File: src/rtl/prog_loader_pkg.sv
// rtl/prog_loader_pkg.sv - shared constants and state encoding for the program loader (PROG_LOADER_CHECKSUM_EN adds CSUM states)
package prog_loader_pkg;

  localparam int RAM_ADDR_W     = 8;
  localparam int WORD_W         = 16;
  localparam int MAX_PROG_WORDS = 256;
  // One extra bit so a 256-word load reaches 256 without wrapping to 0.
  localparam int CNT_W          = RAM_ADDR_W + 1;

  typedef enum logic [3:0] {
    ST_IDLE    = 4'd0,
    ST_LEN_HI  = 4'd1,
    ST_LEN_LO  = 4'd2,
    ST_DAT_HI  = 4'd3,
    ST_DAT_LO  = 4'd4,
    ST_WRITE   = 4'd5,
`ifdef PROG_LOADER_CHECKSUM_EN
    ST_CSUM_HI = 4'd6,
    ST_CSUM_LO = 4'd7,
`endif
    ST_DONE    = 4'd8,
    ST_ERR     = 4'd9
  } state_e;

  // A program length is usable only when it names 1..MAX_PROG_WORDS words.
  function automatic logic len_ok(input logic [WORD_W-1:0] n);
    return (n != '0) && (n <= WORD_W'(MAX_PROG_WORDS));
  endfunction

endpackage

File: src/rtl/prog_loader_byte_pack16.sv
// rtl/prog_loader_byte_pack16.sv - big-endian HI/LO byte assembly register for the program loader
module byte_pack16
  import prog_loader_pkg::*;
(
  input  logic              clk_i,
  input  logic              rst_i,
  input  logic              hi_we_i,
  input  logic              lo_we_i,
  input  logic [7:0]        byte_i,
  output logic [WORD_W-1:0] word_o,
  output logic [WORD_W-1:0] peek_o
);

  logic [7:0] hi_q;
  logic [7:0] lo_q;

  // Capture the high byte first, then the low byte, into the word register.
  always_ff @(posedge clk_i) begin
    if (rst_i) begin
      hi_q <= '0;
      lo_q <= '0;
    end else begin
      if (hi_we_i) hi_q <= byte_i;
      if (lo_we_i) lo_q <= byte_i;
    end
  end

  assign word_o = {hi_q, lo_q};
  // Word as it will look once the byte currently on the link is latched as LO;
  // lets the FSM judge a length or checksum in the same cycle it arrives.
  assign peek_o = {hi_q, byte_i};

endmodule

File: src/rtl/prog_loader.sv
// rtl/prog_loader.sv - serial program loader FSM writing words into program RAM (optional PROG_LOADER_CHECKSUM_EN)
module prog_loader
  import prog_loader_pkg::*;
(
  input  logic                  clk,
  input  logic                  rst,
  input  logic                  load_start,
  input  logic [7:0]            rx_data,
  input  logic                  rx_valid,
  output logic                  rx_ready,
  output logic [RAM_ADDR_W-1:0] mem_addr,
  output logic [WORD_W-1:0]     mem_wdata,
  output logic                  mem_we,
  output logic                  cpu_rst,
  output logic                  done,
  output logic                  err
);

  state_e            state_q, state_d;
  logic [CNT_W-1:0]  cnt_q, cnt_d;
  logic [CNT_W-1:0]  len_q, len_d;
`ifdef PROG_LOADER_CHECKSUM_EN
  logic [WORD_W-1:0] acc_q, acc_d;
`endif
  logic              hi_we;
  logic              lo_we;
  logic [WORD_W-1:0] word;
  logic [WORD_W-1:0] peek;

  byte_pack16 u_pack (
    .clk_i   (clk),
    .rst_i   (rst),
    .hi_we_i (hi_we),
    .lo_we_i (lo_we),
    .byte_i  (rx_data),
    .word_o  (word),
    .peek_o  (peek)
  );

  // State, word counter, length and checksum registers.
  always_ff @(posedge clk) begin
    if (rst) begin
      state_q <= ST_IDLE;
      cnt_q   <= '0;
      len_q   <= '0;
`ifdef PROG_LOADER_CHECKSUM_EN
      acc_q   <= '0;
`endif
    end else begin
      state_q <= state_d;
      cnt_q   <= cnt_d;
      len_q   <= len_d;
`ifdef PROG_LOADER_CHECKSUM_EN
      acc_q   <= acc_d;
`endif
    end
  end

  // Next-state decode plus the byte-accept and write strobes.
  always_comb begin
    state_d  = state_q;
    cnt_d    = cnt_q;
    len_d    = len_q;
`ifdef PROG_LOADER_CHECKSUM_EN
    acc_d    = acc_q;
`endif
    hi_we    = 1'b0;
    lo_we    = 1'b0;
    rx_ready = 1'b0;
    mem_we   = 1'b0;
    case (state_q)
      ST_IDLE, ST_DONE, ST_ERR: begin
        if (load_start) begin
          state_d = ST_LEN_HI;
          cnt_d   = '0;
`ifdef PROG_LOADER_CHECKSUM_EN
          acc_d   = '0;
`endif
        end
      end
      ST_LEN_HI: begin
        rx_ready = 1'b1;
        if (rx_valid) begin
          hi_we   = 1'b1;
          state_d = ST_LEN_LO;
        end
      end
      ST_LEN_LO: begin
        rx_ready = 1'b1;
        if (rx_valid) begin
          lo_we = 1'b1;
          if (len_ok(peek)) begin
            len_d   = peek[CNT_W-1:0];
`ifdef PROG_LOADER_CHECKSUM_EN
            acc_d   = acc_q + peek;
`endif
            state_d = ST_DAT_HI;
          end else begin
            state_d = ST_ERR;
          end
        end
      end
      ST_DAT_HI: begin
        rx_ready = 1'b1;
        if (rx_valid) begin
          hi_we   = 1'b1;
          state_d = ST_DAT_LO;
        end
      end
      ST_DAT_LO: begin
        rx_ready = 1'b1;
        if (rx_valid) begin
          lo_we   = 1'b1;
          state_d = ST_WRITE;
        end
      end
      ST_WRITE: begin
        mem_we = 1'b1;
        cnt_d  = cnt_q + CNT_W'(1);
`ifdef PROG_LOADER_CHECKSUM_EN
        acc_d  = acc_q + word;
`endif
        if ((cnt_q + CNT_W'(1)) == len_q) begin
`ifdef PROG_LOADER_CHECKSUM_EN
          state_d = ST_CSUM_HI;
`else
          state_d = ST_DONE;
`endif
        end else begin
          state_d = ST_DAT_HI;
        end
      end
`ifdef PROG_LOADER_CHECKSUM_EN
      ST_CSUM_HI: begin
        rx_ready = 1'b1;
        if (rx_valid) begin
          hi_we   = 1'b1;
          state_d = ST_CSUM_LO;
        end
      end
      ST_CSUM_LO: begin
        rx_ready = 1'b1;
        if (rx_valid) begin
          lo_we   = 1'b1;
          state_d = (peek == acc_q) ? ST_DONE : ST_ERR;
        end
      end
`endif
      default: state_d = ST_IDLE;
    endcase
  end

  assign mem_addr  = cnt_q[RAM_ADDR_W-1:0];
  assign mem_wdata = word;
  assign cpu_rst   = (state_q != ST_DONE);
  assign done      = (state_q == ST_DONE);
  assign err       = (state_q == ST_ERR);

endmodule

File: config.mk
export PLATFORM = sky130hd
export DESIGN_NAME = prog_loader
export DESIGN_NICKNAME = d
export VERILOG_FILES = /design/src/rtl/prog_loader_pkg.sv /design/src/rtl/prog_loader_byte_pack16.sv /design/src/rtl/prog_loader.sv
export SDC_FILE = /design/constraint.sdc
export NUM_CORES = 1
export LEC_CHECK = 0
export CORE_UTILIZATION = 29
export DETAILED_ROUTE_END_ITERATION = 16
export PLACE_DENSITY_LB_ADDON = 0.12
export SKIP_CTS_REPAIR_TIMING = 1
export SLEW_MARGIN = 20
export SYNTH_ARGS = -nofsm -noshare
export SYNTH_HDL_FRONTEND = slang
export SYNTH_HIERARCHICAL = 1
export SYNTH_SLANG_ARGS = --single-unit
File: constraint.sdc
create_clock -name clk -period 5.4 [get_ports clk]
set_input_delay 0.81 -clock clk [delete_from_list [all_inputs] [get_ports clk]]
set_output_delay 0.81 -clock clk [all_outputs]
set_load 0.02 [all_outputs]
## After elaboration in Yosys (flattened, before gate mapping)

Index checks and enable logic that the tools add are counted.

| storage, ports and cells | value |
|---|---|
| memories | 0 |
| memory bits (read-only) | 0 |
| output and inout port bits | 29 |
| bits in latches | 0 |
| input bits | 12 |
| bits in registers | 38 |
| bits in writable memories | 0 |

| cells by class | value |
|---|---|
| order comparisons | 1 |
| reductions and logical operators | 11 |
| add/sub/neg operators | 1 |
| eq/ne operators | 14 |
| shifts and indexed selects | 0 |
| multiplexer cells | 15 |
| div/mod/pow operators | 0 |
| multiply operators | 0 |
| bitwise logic cells | 0 |

Operator list:

| kind | number |
|---|---|
| two-way mux 4 bit | 7 |
| case mux 4 bit (6 select lines) | 1 |
| case mux 9 bit (2 select lines) | 1 |
| <= comparator 16 x 9 -> 1 bit (second input constant) | 1 |
| nonzero test 16 bit | 1 |
| != test 2 bit (second input constant) | 5 |
| adder 9 x 1 -> 9 bit (second input constant) | 1 |
| == test 9 bit | 1 |
| two-way mux 9 bit | 1 |
| == test 4 x 2 -> 1 bit (second input constant) | 2 |
| == test 4 x 3 -> 1 bit (second input constant) | 2 |
| == test 4 bit (second input constant) | 2 |
| two-way mux 1 bit | 5 |
| AND reduction 5 bit | 1 |
| == test 4 x 1 -> 1 bit (second input constant) | 1 |
| zero test 4 bit | 1 |
| != test 4 bit (second input constant) | 1 |
| OR reduction 2 bit | 2 |
| OR reduction 4 bit | 1 |
| AND reduction 3 bit | 1 |
| OR reduction 3 bit | 1 |
| AND reduction 2 bit | 1 |
| nonzero test 2 bit | 1 |
| logical AND 1 bit | 1 |

## Longest topological paths before layout

Gate-level depths: netlist of run 1.

| depth | value |
|---|---|
| depth in word-level cells | 5 |
| depth in mapped cells | 8 |

## Modules after synthesis

The synthesis of run 1 kept the hierarchy.

By module, submodules not included:

| module | cells an instance | instances | area each (sq um) | sequential area each (sq um) |
|---|---|---|---|---|
| prog_loader | 188 | 1 | 1,472.7 | 440.4 |
| byte_pack16 | 68 | 1 | 699.4 | 320.3 |

## Worst setup path before layout of run 1

Ideal clock, no wire load.

| path | value |
|---|---|
| kind | in2reg |
| from | input rx_data[0] |
| to | register len_q[0] |
| arrival time | 2.153 ns |
| data required time | 5.272 ns |
| cell stages on the path | 8 |
| path slack | 3.119 ns |
| path buffers | 2 |
| cell sequence | buf_4 -> nor4_1 -> a21oi_1 -> nand4b_1 -> nor3_1 -> buf_4 -> mux2i_1 -> nor2_1 |

| between the ends | value |
|---|---|
| word-level cells in the longest chain between the ends | 3 |
| elaborated cells between the ends (all ways) | 4 |

Ends and longest elaborated chain:

| item | line | source |
|---|---|---|
| start: declaration | prog_loader.sv:8 | `input logic [7:0] rx_data,` |
| <= comparator 16 x 9 -> 1 bit / nonzero test 16 bit (equally long branches) | prog_loader_pkg.sv:27 | `return (n != '0) && (n <= WORD_W'(MAX_PROG_WORDS));` |
| logical AND 1 bit | prog_loader_pkg.sv:27 |  |
| AND reduction 3 bit (no line) | -- |  |
| end signal: assignment | prog_loader.sv:52 | `len_q <= len_d;` |
| end: declaration | prog_loader.sv:21 | `logic [CNT_W-1:0] len_q, len_d;` |

Several ways; a longest one is shown, not always the timed one.
A chain may end at the register's enable or synchronous reset.

## Worst setup path after layout of run 1

| path | value |
|---|---|
| from | register state_q[0] |
| to | output mem_we |

| between the ends | value |
|---|---|
| word-level cells in the longest chain between the ends | 2 |

Ends and longest elaborated chain:

| item | line | source |
|---|---|---|
| start: declaration | prog_loader.sv:19 | `state_e state_q, state_d;` |
| start signal: assignment | prog_loader.sv:50 | `state_q <= state_d;` |
| == test 4 x 3 -> 1 bit | prog_loader.sv:71 | `case (state_q)` |
| two-way mux 1 bit | prog_loader.sv:71 |  |
| end: declaration | prog_loader.sv:13 | `output logic mem_we,` |

No other way between the ends.

==> metrics.txt, run 1 <==
Layout area overhead 17.86%; critical path's slowest cell clkdlybuf4s50_1; CTS root buf clkbuf_8; mux contribution to synthesized area 11.98%; Gate Count Post-Synth 256; Sink Count 38; ant diodes 0; post-synthesis compound-gate area fraction 12.10%; critical path's top delay family buffers and inverters; minimum hold slack 0.4966 ns; Worst Path Required 4.59 ns; Residual DRC 0; Crit path depth 4; Worst EP arrival 2.36 ns; die width 88.55 um; Final min period 3.168 ns; Post-Synth Simple-Gate Area 20.45%; measured slew at the worst slew-check pin 0.9031 ns; unrepaired setup endpoints after global routing false; syn_nets 269; CTS H-tree depth 2; Buf/Inv on CP 2; GR Layer Usage met1 18.21%; relative slew slack 39.60%; sum of negative setup slack 0 ns; commonest non-fill, non-tap cell in the layout nor2_1; Max-Cap Viols 0; initial core utilization 29.95%; Worst-Skew Late Latency 0.29 ns; vias in the first global route 1663; Post-Route Skew 0.008167 ns; wire length per cell 13.48 um; Seq/Total Area, Yosys 35.02%; Max Clock Freq 315.7 MHz; CTS buffer count 5; R2R depth 7; clk buf depth 2; CTS tree built; Avg Cell Area, Syn 8.485 sq um; share of cells above drive strength 1 5.639%; RD Place Congestion 0.7475; Final Max Tran Viols 0; pwr dens 258.3 mW/mm^2; largest net degree at the start of global routing 26; routed wire length 4.920 mm; adder-cell share of the synthesized area 0.5760%; critical path capture point type output port; Synth Warn # 6; largest area contributor in the netlist dfxtp_1; worst path cell trace nand2b_1 > or3b_1 > inv_2 > clkdlybuf4s50_1; gr busiest metal met2; Setup CP Type reg -> out; Hold Path Stages 2; DP HPWL 3.540 mm; Vias 1756; Core Rows 31; CP Max Fanout 11; Fin. Hold Viols 0; P_leak 0.8552 nW; GRT Total Usage 13.37%; crit-path max cell delay 0.64 ns; Buffers on Ports 40; DRT antenna net count 0; Worst setup SP type flip-flop; largest family of logic cells by synthesized area simple AND/OR/NAND/NOR gates; Max VDD drop 120.6 uV; met2 usage 21.40%; first-pass GRT wire length 8.162 mm; synth unique cells 41; GRT overflow 0; Final nets 279; Die Ht 88.55 um; Synth Register Bits 38; mapped cell area 0.002172 sq mm; worst min-delay path class reg -> reg; core area 0.007253 sq mm; commonest cells after routing, fill and taps aside 45 x nor2_1, 40 x clkdlybuf4s50_1, 38 x dfxtp_1, 26 x mux2i_1, 12 x nand2_1; largest cells by area after synthesis dfxtp_1 35%, mux2i_1 12%, buf_4 8.6%; Iter 0 DRT Violations 79; # IOs 41; full die area 0.007840 sq mm; met3 Use GR 3.358%; Final Setup Violations 0; Synth Area in XOR/XNOR 6.336%; Vias/cell 4.811; Clk pin slew, worst setup/hold paths 0.08 ns; status finished, final reports clean; number of detailed-route iterations in the first pass 5; initial antenna violation count 0; top-area cell type share of the netlist area 35.02%; Final period util 58.67%
-- flip-flops by register name (all words and copies together) (netlist names) --
name and count:
cnt_q 9, u_pack/hi_q 8, len_q 9, state_q 4
u_pack/lo_q 8
-- path summary, 6_finish.rpt --
path | start | to | slack [ns]
setup / recovery | state_q[0]$_SDFFE_PP0P_ | mem_we | 2.23
hold / removal | u_pack/lo_q[2]$_SDFFE_PP0P_ | u_pack/lo_q[2]$_SDFFE_PP0P_ | 0.50
setup reg to reg | cnt_q[0]$_SDFFE_PP0P_ | state_q[1]$_SDFFE_PP0P_ | 3.19
hold reg to reg | u_pack/lo_q[2]$_SDFFE_PP0P_ | u_pack/lo_q[2]$_SDFFE_PP0P_ | 0.50
-- cells in the mapped netlist --
library cell,instances
or3b_1,1
a32oi_1,1
nand2_1,12
mux2i_1,26
a221oi_1,2
xnor2_1,10
nor3_2,1
a2111oi_4,1
o22ai_1,2
nand2b_1,5
nor3_1,8
or4_1,1
a41oi_1,1
buf_4,25
a21oi_1,9
nand3_1,8
nand4_1,2
ha_1,1
a311oi_1,4
a31oi_1,2
buf_6,3
a22oi_1,1
buf_2,6
and3_1,3
a211oi_1,2
dfxtp_1,38
or2_2,1
nor3b_1,2
nor4_1,3
inv_2,1
clkbuf_1,6
nor2_1,45
a221o_1,1
o2111ai_1,2
xor2_1,3
nand4b_1,1
o21ai_0,9
xor3_1,1
inv_1,3
nor2b_1,2
clkbuf_2,1
-- worst register-to-register path: stages, from the launching register on --
cell	delay, ns
dfxtp_1	0.39
ha_1	0.30
and3_1	0.25
a221oi_1	0.28
o2111ai_1	0.21
a2111oi_4	0.28
nor3_1	0.10
a221o_1	0.29
-- report_power, final --
group / internal [mW] / switching, mW
sequential: 0.290 / 0.0139
combinational: 0.0499 / 0.0568
clock: 0.148 / 0.102
total: 0.488 / 0.173
-- through the flow --
step	cell area (sq um)	setup slack, ns	cells	total power [mW]	utilization, %
finish	2560	2.232	365	0.6611	35.29
global route	2560	2.096	365	0.6961	35.29
CTS	2560	2.213	365	0.6732	35.29
detailed placement	2447	2.466	358	0.4187	33.74
global placement	2447	2.507	358	0.4185	33.74
floorplan	2172	3.120	256	0.3877	-
-- area by class of cell --
type | instances | area [sq um]
clock inverters | 1 | 30.03
fillers | 769 | 4693
well taps | 99 | 123.9
clock buffers | 6 | 82.58
flip-flops and latches | 38 | 760.7
multi-input cells | 173 | 1117
repair buffers | 44 | 430.4
inverters | 4 | 15.01
-- cells by family (layout without fill, tap and decap cells) --
kind of cell / Yosys count / in the layout
AOI/OAI and AO/OA: 37 / 37
xor gates and xnor gates: 14 / 14
adders and majority gates: 1 / 1
buffers and inverters: 45 / 55
DFF: 38 / 38
muxes: 26 / 26
and+or+nand+nor: 95 / 95
-- layer usage --
metal | vias to the layer above | wire (um) | share of wire (%)
li1 | 884 | - | -
met1 | 835 | 2460 | 50
met2 | 35 | 2216 | 45
met3 | 2 | 221 | 4.5
met4 | 0 | 21 | 0.43
met5 | - | 0 | 0
(Power assumes the default switching activity.)
==> run 2: changes to the inputs <==
==> constraint.sdc (replaced) <==
create_clock -name clk -period 3 [get_ports clk]
set_input_delay 0.45 -clock clk [delete_from_list [all_inputs] [get_ports clk]]
set_output_delay 0.45 -clock clk [all_outputs]
set_load 0.02 [all_outputs]
==> run 2 against run 1 <==
  * Final cell count is 1.4% higher
  * Die area is the same
  * Critical path depth stayed put
  * Combinational power grew 86%
  * Critical path type unchanged
==> metrics.txt, run 2 (synthesis gave the netlist of run 1 again) <==
status finished, final reports clean; full die area 0.007840 sq mm (unchanged); CP Max Fanout 11 (unchanged); commonest cells after routing, fill and taps aside 45 x nor2_1, 40 x clkdlybuf4s50_1, 38 x dfxtp_1, 26 x mux2i_1, 12 x nand2_1; initial antenna violation count 0 (unchanged); GRT Total Usage 14.32% (+0.95 points); Clk pin slew, worst setup/hold paths 0.08 ns (about the same); vias in the first global route 1699 (+2.2%); placed inst area 0.002485 sq mm (+1.5%); routed wire length 5.039 mm (+2.4%); Max Clock Freq 361.4 MHz; DRT antenna net count 0 (unchanged); Die Ht 88.55 um (unchanged); Setup CP Type reg -> out; Final Setup Violations 0 (unchanged); Final Max Tran Viols 0 (unchanged); unrepaired setup endpoints after global routing false; first-pass GRT wire length 8.576 mm (+5.1%); Final period util 92.24%; Final min period 2.767 ns; relative slew slack 64.35% (+25 points); R2R depth 7 (unchanged); design area 0.002564 sq mm (+0.15%); die width 88.55 um (unchanged); Cells after DPL 363 (+1.4%); Place WS 0.4583 ns (-2.007 ns); Residual DRC 0 (unchanged); Finished Layout Cells 370 (+1.4%); Max VDD drop 249.7 uV (+110%); measured slew at the worst slew-check pin 0.5331 ns (-0.3700 ns); worst min-delay path class reg -> reg; reg-to-reg endpoint state_q[1]$_SDFFE_PP0P_; initial core utilization 29.95% (unchanged); Vias 1777 (+1.2%); Worst Path Required 2.55 ns (-2.04 ns); CTS buffer count 5 (unchanged); GRT overflow 0 (unchanged); DP HPWL 3.690 mm (+4.2%); P_leak 0.8672 nW (+1.4%); Fin. Hold Viols 0 (unchanged); number of detailed-route iterations in the first pass 4 (-1); Core Rows 31 (unchanged); RD Place Congestion 0.7430 (-0.60%); final worst slack 0.2327 ns (-1.999 ns); crit path to mem_we; worst reg2reg setup slack 0.78 ns (-2.41 ns); commonest non-fill, non-tap cell in the layout nor2_1; Vias/cell 4.803 (-0.17%); largest net degree at the start of global routing 17 (-35%); pwr dens 423.7 mW/mm^2 (+64%); Iter 0 DRT Violations 76 (-3.8%); Sink Count 38 (unchanged); worst r2r src cnt_q[0]$_SDFFE_PP0P_; # IOs 41 (unchanged); Worst setup SP type flip-flop; core area 0.007253 sq mm (unchanged); wire length per cell 13.62 um (+1.0%); sum of negative setup slack 0 ns (unchanged); CTS H-tree depth 2 (unchanged); largest registers cnt_q x9, len_q x9; Post-Route Skew 0.004980 ns (-0.003188 ns); Max-Cap Viols 0 (unchanged); share of cells above drive strength 1 7.380% (+1.7 points); ant diodes 0 (unchanged); Buffers on Ports 40 (unchanged); final core utilization 35.35% (+0.052 points); Layout area overhead 18.03%; clk buf depth 2 (unchanged); critical path capture point type output port; Worst-Skew Late Latency 0.29 ns (about the same); CP Launch Point state_q[0]$_SDFFE_PP0P_; Final nets 284 (+1.8%); CTS root buf clkbuf_8; Worst EP arrival 2.32 ns (-0.04 ns); CTS tree built
-- run 2: changes by cell type in the layout (fill, tap and decap cells not counted), sizes merged --
cell,before,now
buf,4,9
clkinv,0,2
clkbuf,6,5
bufinv,1,0
-- run 2: through the flow --
| stage | hold WS (ns) | power (mW) |
|---|---|---|
| 2_1_floorplan | 0.4807 | 0.6979 |
| 3_3_place_gp | 0.4794 | 0.7592 |
| 3_5_place_dp | 0.4865 | 0.7580 |
| 4_1_cts | 0.5094 | 1.106 |
| 5_1_grt | 0.5324 | 1.148 |
| 6_report | 0.4959 | 1.086 |
-- run 2: metal layers --
layer | track usage (%) | up-vias | wire, um
li1 | - | 900 | -
met1 | 19.00 | 837 | 2502
met2 | 22.38 | 35 | 2258
met3 | 3.358 | 5 | 209
met4 | 5.718 | 0 | 70
met5 | 0 | - | 0
-- run 2: area by class of cell --
cell class              instances  area [sq um]
multi-input cells             173          1117
inverters                       4         15.01
clock buffers                   5         68.82
fillers                       795          4690
well taps                      99         123.9
repair buffers                 49         467.9
flip-flops and latches         38         760.7
clock inverters                 2         10.01
-- run 2: worst min path at each step --
| stage | from | end | slack [ns] | cells after the start |
|---|---|---|---|---|
| global route | u_pack/lo_q[4]$_SDFFE_PP0P_ | u_pack/lo_q[4]$_SDFFE_PP0P_ | 0.53 | 2 |
| floorplan | len_q[2]$_SDFFE_PP0P_ | len_q[2]$_SDFFE_PP0P_ | 0.48 | 2 |
| CTS | u_pack/lo_q[2]$_SDFFE_PP0P_ | u_pack/lo_q[2]$_SDFFE_PP0P_ | 0.51 | 2 |
| finish | u_pack/lo_q[2]$_SDFFE_PP0P_ | u_pack/lo_q[2]$_SDFFE_PP0P_ | 0.50 | 2 |
| detailed placement | u_pack/lo_q[0]$_SDFFE_PP0P_ | u_pack/lo_q[0]$_SDFFE_PP0P_ | 0.49 | 2 |
| global placement | u_pack/lo_q[2]$_SDFFE_PP0P_ | u_pack/lo_q[2]$_SDFFE_PP0P_ | 0.48 | 2 |
-- run 2: worst max-delay path: stages, from the launching register on --
cell,delay [ns]
dfxtp_1,0.51
nand2b_1,0.16
or3b_1,0.52
inv_2,0.21
clkdlybuf4s50_1,0.63
-- run 2: power breakdown --
part	total, mW	switching, mW	internal, mW
Clock	0.342	0.186	0.156
Combinational	0.199	0.104	0.0951
Sequential	0.545	0.0226	0.522
Total	1.09	0.313	0.774
